<file path="config.mk">
export PLATFORM = sky130hd
export DESIGN_NAME = tile_fetch
export DESIGN_NICKNAME = d
export VERILOG_FILES = /design/src/rtl/tile_fetch.sv
export SDC_FILE = /design/constraint.sdc
export NUM_CORES = 1
export LEC_CHECK = 0
export CORE_MARGIN = 4
export CORE_UTILIZATION = 45
export CTS_BUF_LIST = sky130_fd_sc_hd__clkbuf_4 sky130_fd_sc_hd__clkbuf_8 sky130_fd_sc_hd__clkbuf_16
export CTS_CLUSTER_DIAMETER = 100
export CTS_CLUSTER_SIZE = 24
export DETAILED_ROUTE_END_ITERATION = 7
export PLACE_DENSITY = 0.78
export SLEW_MARGIN = 5
export SYNTH_ARGS = -nofsm -noshare
export SYNTH_HDL_FRONTEND = slang
export SYNTH_SLANG_ARGS = --single-unit
</file>
<file path="constraint.sdc">
create_clock -name clk -period 11.85 [get_ports clk]
set_clock_uncertainty 0.15 [all_clocks]
set_input_delay 2.37 -clock clk [delete_from_list [all_inputs] [get_ports clk]]
set_output_delay 2.37 -clock clk [all_outputs]
set_load 0.01 [all_outputs]
</file>
<file path="src/rtl/tile_fetch.sv">
// tile_fetch: walks one input tile window element by element in row-major
// order and issues one feature-map element address per handshake.
// Coordinates outside the image are flagged as padding, and the consumer
// substitutes zero for them.
//
// Parameters
//   DIM_W   width of dimension, count and coordinate fields
//   ADDR_W  width of element addresses
//
// Ports
//   clk, rst_n                   clock, asynchronous active-low reset
//   cfg_img_h/w, cfg_base/pitch  image geometry, captured when a tile starts
//   desc_valid/ready             tile descriptor handshake (ready only in IDLE)
//   desc_in_row/col              signed top-left input coordinate
//   desc_in_h/w                  window size; a zero size is completed at once
//   pix_valid/ready              element request handshake
//   pix_addr, pix_pad, pix_last  element address (0 when padded), pad flag,
//                                last element of tile
//   tile_done                    one-cycle pulse when a tile completes
//   busy                         a tile is in progress
//   stat_pix_cnt, stat_pad_cnt   element / padded element counters
//
// Optional feature: define TILE_FETCH_STATS_EN to build the statistics
// counters. Without it, both counter ports read 0.
module tile_fetch #(
  parameter int DIM_W  = 16,
  parameter int ADDR_W = 32
) (
  input  logic                    clk,
  input  logic                    rst_n,
  input  logic [DIM_W-1:0]        cfg_img_h,
  input  logic [DIM_W-1:0]        cfg_img_w,
  input  logic [ADDR_W-1:0]       cfg_base,
  input  logic [ADDR_W-1:0]       cfg_pitch,
  input  logic                    desc_valid,
  output logic                    desc_ready,
  input  logic signed [DIM_W:0]   desc_in_row,
  input  logic signed [DIM_W:0]   desc_in_col,
  input  logic [DIM_W-1:0]        desc_in_h,
  input  logic [DIM_W-1:0]        desc_in_w,
  output logic                    pix_valid,
  input  logic                    pix_ready,
  output logic [ADDR_W-1:0]       pix_addr,
  output logic                    pix_pad,
  output logic                    pix_last,
  output logic                    tile_done,
  output logic                    busy,
  output logic [31:0]             stat_pix_cnt,
  output logic [31:0]             stat_pad_cnt
);

  localparam logic [0:0] IDLE = 1'b0;
  localparam logic [0:0] RUN  = 1'b1;

  localparam logic [DIM_W-1:0] DIM_ONE = {{(DIM_W-1){1'b0}}, 1'b1};

  // Image coordinate of a window element. Two extra bits over DIM_W cover the
  // full signed origin range plus the largest in-window offset without overflow.
  function automatic logic signed [DIM_W+1:0] coord(
    input logic signed [DIM_W:0] org,
    input logic [DIM_W-1:0]      idx
  );
    logic signed [DIM_W+1:0] org_x;
    logic signed [DIM_W+1:0] idx_x;
    org_x = {org[DIM_W], org};
    idx_x = $signed({2'b00, idx});
    coord = org_x + idx_x;
  endfunction

  // Control state
  logic [0:0]       state_q;
  logic [DIM_W-1:0] r_q;
  logic [DIM_W-1:0] c_q;
  logic             tile_done_q;

  // Tile geometry captured at descriptor acceptance (data path, no reset)
  logic signed [DIM_W:0] row_q;
  logic signed [DIM_W:0] col_q;
  logic [DIM_W-1:0]      h_q;
  logic [DIM_W-1:0]      w_q;
  logic [DIM_W-1:0]      img_h_q;
  logic [DIM_W-1:0]      img_w_q;
  logic [ADDR_W-1:0]     base_q;
  logic [ADDR_W-1:0]     pitch_q;

  logic run;
  logic accept;
  logic desc_nonempty;
  logic adv;
  logic col_end;
  logic row_end;

  assign run           = (state_q == RUN);
  assign accept        = desc_valid && (state_q == IDLE);
  assign desc_nonempty = (desc_in_h != '0) && (desc_in_w != '0);
  assign adv           = run && pix_ready;
  assign col_end       = (c_q == w_q - DIM_ONE);
  assign row_end       = (r_q == h_q - DIM_ONE);

  always_ff @(posedge clk or negedge rst_n) begin
    if (!rst_n) begin
      state_q     <= IDLE;
      r_q         <= '0;
      c_q         <= '0;
      tile_done_q <= 1'b0;
    end else begin
      tile_done_q <= 1'b0;
      if (state_q == IDLE) begin
        if (accept) begin
          if (desc_nonempty) begin
            state_q <= RUN;
            r_q     <= '0;
            c_q     <= '0;
          end else begin
            // Empty window: nothing to emit, report completion right away.
            tile_done_q <= 1'b1;
          end
        end
      end else if (adv) begin
        if (col_end) begin
          c_q <= '0;
          if (row_end) begin
            state_q     <= IDLE;
            r_q         <= '0;
            tile_done_q <= 1'b1;
          end else begin
            r_q <= r_q + DIM_ONE;
          end
        end else begin
          c_q <= c_q + DIM_ONE;
        end
      end
    end
  end

  always_ff @(posedge clk) begin
    if (accept && desc_nonempty) begin
      row_q   <= desc_in_row;
      col_q   <= desc_in_col;
      h_q     <= desc_in_h;
      w_q     <= desc_in_w;
      img_h_q <= cfg_img_h;
      img_w_q <= cfg_img_w;
      base_q  <= cfg_base;
      pitch_q <= cfg_pitch;
    end
  end

  // Element address stage: combinational from registered state only
  logic signed [DIM_W+1:0] y;
  logic signed [DIM_W+1:0] x;
  logic                    pad;
  logic [ADDR_W-1:0]       y_a;
  logic [ADDR_W-1:0]       x_a;
  logic [ADDR_W-1:0]       elem_addr;

  assign y   = coord(row_q, r_q);
  assign x   = coord(col_q, c_q);
  assign pad = y[DIM_W+1] || x[DIM_W+1] ||
               (y >= $signed({2'b00, img_h_q})) ||
               (x >= $signed({2'b00, img_w_q}));
  // Only meaningful when not padded, where y and x are non-negative.
  assign y_a       = ADDR_W'(y[DIM_W:0]);
  assign x_a       = ADDR_W'(x[DIM_W:0]);
  assign elem_addr = base_q + y_a * pitch_q + x_a;

  assign desc_ready = (state_q == IDLE);
  assign busy       = run;
  assign pix_valid  = run;
  assign pix_pad    = run && pad;
  assign pix_addr   = (run && !pad) ? elem_addr : '0;
  assign pix_last   = run && col_end && row_end;
  assign tile_done  = tile_done_q;

`ifdef TILE_FETCH_STATS_EN
  logic [31:0] stat_pix_q;
  logic [31:0] stat_pad_q;

  always_ff @(posedge clk or negedge rst_n) begin
    if (!rst_n) begin
      stat_pix_q <= '0;
      stat_pad_q <= '0;
    end else if (adv) begin
      stat_pix_q <= stat_pix_q + 32'd1;
      if (pad) begin
        stat_pad_q <= stat_pad_q + 32'd1;
      end
    end
  end

  assign stat_pix_cnt = stat_pix_q;
  assign stat_pad_cnt = stat_pad_q;
`else
  assign stat_pix_cnt = '0;
  assign stat_pad_cnt = '0;
`endif

endmodule

</file>
==> impl_metrics.csv <==
group,metric,value,unit
routing,route.detailed.drc,0,
synthesis,synth-async-reset-ratio,17.35,%
sta,tightest_slew,0.9048,ns
synthesis,syn_inst,2491,
routing,ant_nets,0,
clock_network,cts_sinks,196,
routing,routed_via_density,5.194,
sta,fin_crit_sh,96.92,%
routing,wl_per_cell,18.17,um
global_routing,grt_pass1_wl,99.78,mm
setup_path,cp_top_family,"adder cells",
synthesis,ys_types,75,
floorplan,core,0.05297,sq mm
global_routing,gr-total-overflow,0,
sta,fin_tns_setup,0,ns
floorplan,io_pins,268,
floorplan,die_y,240.1,um
setup_path,worstPathRequired,9.33,ns
routing,drt_first_pass_iters,5,
synthesis,ys_ff_latch,196,
synthesis,syn_area,0.02423,sq mm
sta,hold_viol,0,
floorplan,start_util,45.75,%
setup_path,path_buf_inv,5,
sta,min_period,11.49,ns
min_path,min_path_type,"flip-flop to flip-flop",
setup_path,critPathKind,"flip-flop to primary output",
setup_path,critical_path.slowest_cell,"fa_1",
setup_path,r2r_end,"r_q[8]",
synthesis,yosysWarnings,0,
global_routing,use_met1,27.87,%
finish,final_layout_size_suffix_gt1_share,5.750,%
run_status,outcome,"finished, final reports clean",
synthesis,synthTopCellsByArea,"fa_1 (30%), edfxtp_1 (20%), inv_1 (8.3%)",
clock_network,cts_tree,"yes",
clock_network,max-clock-path-buffers,2,
setup_path,reg2regPathDepth,10,
synthesis,yosys_most_used_dff,"edfxtp_1",
global_routing,grt_usage,22.11,%
setup_path,end_kind,"primary output",
setup_path,path_max_fanout,6,
routing,vias,17700,
min_path,hp-start,"r_q[3]",
setup_path,slowest_delay,0.54,ns
sta,maxSlewViolCount,0,
setup_path,worst-path-stages,33,
clock_network,cts_root_buf,"clkbuf_16",
sta,fmax,87.07,MHz
floorplan,die_x,240.1,um
sta,relSlewSlack,39.68,%
setup_path,critPathLaunchType,"flip-flop",
setup_path,cpMostUsedCell,"fa_1",
sta,setup_viol,0,
setup_path,reg2reg_slack,7.27,ns
routing,first_iter_violations,1306,
finish,nets,3387,
global_routing,grt_pass1_vias,19230,
floorplan,die_area,0.05763,sq mm
global_routing,grtUsageMet2,37.88,%
placement,hpwl,51.07,mm
clock_network,path_clk_slew,0.08,ns
setup_path,cp-endpoint,"pix_addr[31]",
finish,syn2layout_area_growth,15.22,%
clock_network,postCtsHoldBufs,0,
global_routing,grt-busiest-layer,"met2",
routing,drt-total-wl,61.91,mm
synthesis,syn_area_per_cell,9.728,sq um
sta,grt_setup_unrepaired,"yes",
floorplan,num_rows,84,
global_routing,gr-usage-met3,3.854,%
global_routing,antenna_found_initial,7,
synthesis,yosys.area.top_type,"fa_1",
clock_network,htreeDepth,4,
setup_path,cp-startpoint,"row_q[0]",
clock_network,clock_latency,0.49,ns
synthesis,ys_seq_area_share,23.59,%
synthesis,yosys.area.top_type_share,30.24,%
placement,port_buffers,203,
clock_network,numCtsBuffers,17,
setup_path,reg2reg_from,"w_q[4]",
global_routing,grt_max_degree,98,
setup_path,cp.arrival,8.97,ns
flow_run,maxCapViolations,0,
placement,gp_congestion,0.8931,
synthesis,synth_edf_count,162,
## worst min-delay path by stage
stage	end	slack, ns	cells after the start
finish	r_q[3]	0.42	1
CTS	r_q[3]	0.47	1
global placement	r_q[3]	0.43	2
floorplan	r_q[0]	0.38	1
global route	r_q[3]	0.45	1
detailed placement	r_q[3]	0.46	1
## kinds of logic (layout without fill, tap and decap cells)
family	Yosys count	in the layout	share of synthesized area [%]
and+or+nand+nor	722	722	14.80
DFF	196	196	23.59
other	1	71	0.01548
adders and majority gates	521	521	38.24
AOI/OAI and AO/OA	230	230	6.253
muxes	5	5	0.2065
xor gates and xnor gates	138	138	5.334
buffers and inverters	678	837	11.57
## layout make-up
class	instances	area, sq um
diodes	7	17.52
clock buffers	17	425.4
clock inverters	15	195.2
fillers	4627	25050
inverters	534	2009
multi-input cells	1680	16130
flip-flops and latches	196	5722
well taps	688	860.8
repair buffers	271	2559
## per-stage QoR
stage          area, sq um  worst slack [ns]  utilization, %  hold WS (ns)  instances
2_1_floorplan        24470            0.7303               -        0.3811       2554
3_5_place_dp         27050           0.02196           51.07        0.4569       3359
6_report             27920            0.3646           52.71        0.4234       3408
5_1_grt              27920          -0.01139           52.71        0.4464       3408
4_1_cts              27770          0.007160           52.43        0.4747       3397
3_3_place_gp         27050            0.2577           51.07        0.4286       3359
## layer usage
metal | vias to the layer above | part of all wire, %
met2 | 584 | 50
li1 | 8072 | -
met4 | 0 | 3.7
met1 | 8911 | 41
met3 | 133 | 5.5
met5 | - | 0
## cell usage after synthesis (all sizes together), types with 19 or more instances
library cell / n
a21o: 31
a21oi: 53
and2: 138
and3: 21
buf: 73
clkbuf: 71
dfrtp: 34
edfxtp: 162
fa: 366
ha: 155
inv: 534
nand2: 296
nand3: 23
nand4: 19
nor2: 93
nor2b: 38
nor3: 28
o21ai: 53
xnor2: 85
xor2: 47
## registers in the layout, summed over array words and instances, names as in the netlist
signal / count
tile_done: 1
busy: 1
c_q: 16
r_q: 16
base_q: 32
h_q: 16
w_q: 16
pitch_q: 32
img_h_q: 16
col_q: 17
img_w_q: 16
row_q: 17
## cells in the final DEF, fill, tap and decap left out, types with 6 or more instances in the layout
cell type        netlist  final
nand2_1              296    295
or4_1                  7      6
ha_1                 155    149
clkdlybuf4s50_1        0    200
xnor2_1               85     77
nor3_1                27     27
o21bai_1               7      7
nor4_1                14     14
inv_6                  0      7
nor2_1                88     88
or3_1                  9      9
nand3_1               23     23
dfrtp_1               34     29
fa_1                 366    365
xnor2_2                0      8
a211oi_1              11     10
diode_2                0      7
buf_4                 65     64
o21ai_0               51     47
conb_1                 1     64
nand2b_1              14     13
o21a_1                14     14
edfxtp_1             162    162
and3_1                21     21
a31oi_1                9      8
nand4_1               19     19
nor2b_1               38     38
and2_1               138    138
a21o_1                31     31
clkbuf_16              0     17
inv_1                534    533
xor2_1                47     47
a21oi_1               53     48
## what timing repair did
item / in CTS / in global routing
endpoints found under the setup margin: 3 / 6
resized for setup: 12 / 37
setup buffers: 6 / 4
pin swaps: 7 / 15
Power is not shown: default switching activity piles up to over one toggle a cycle in this logic, so the estimate is an artifact.
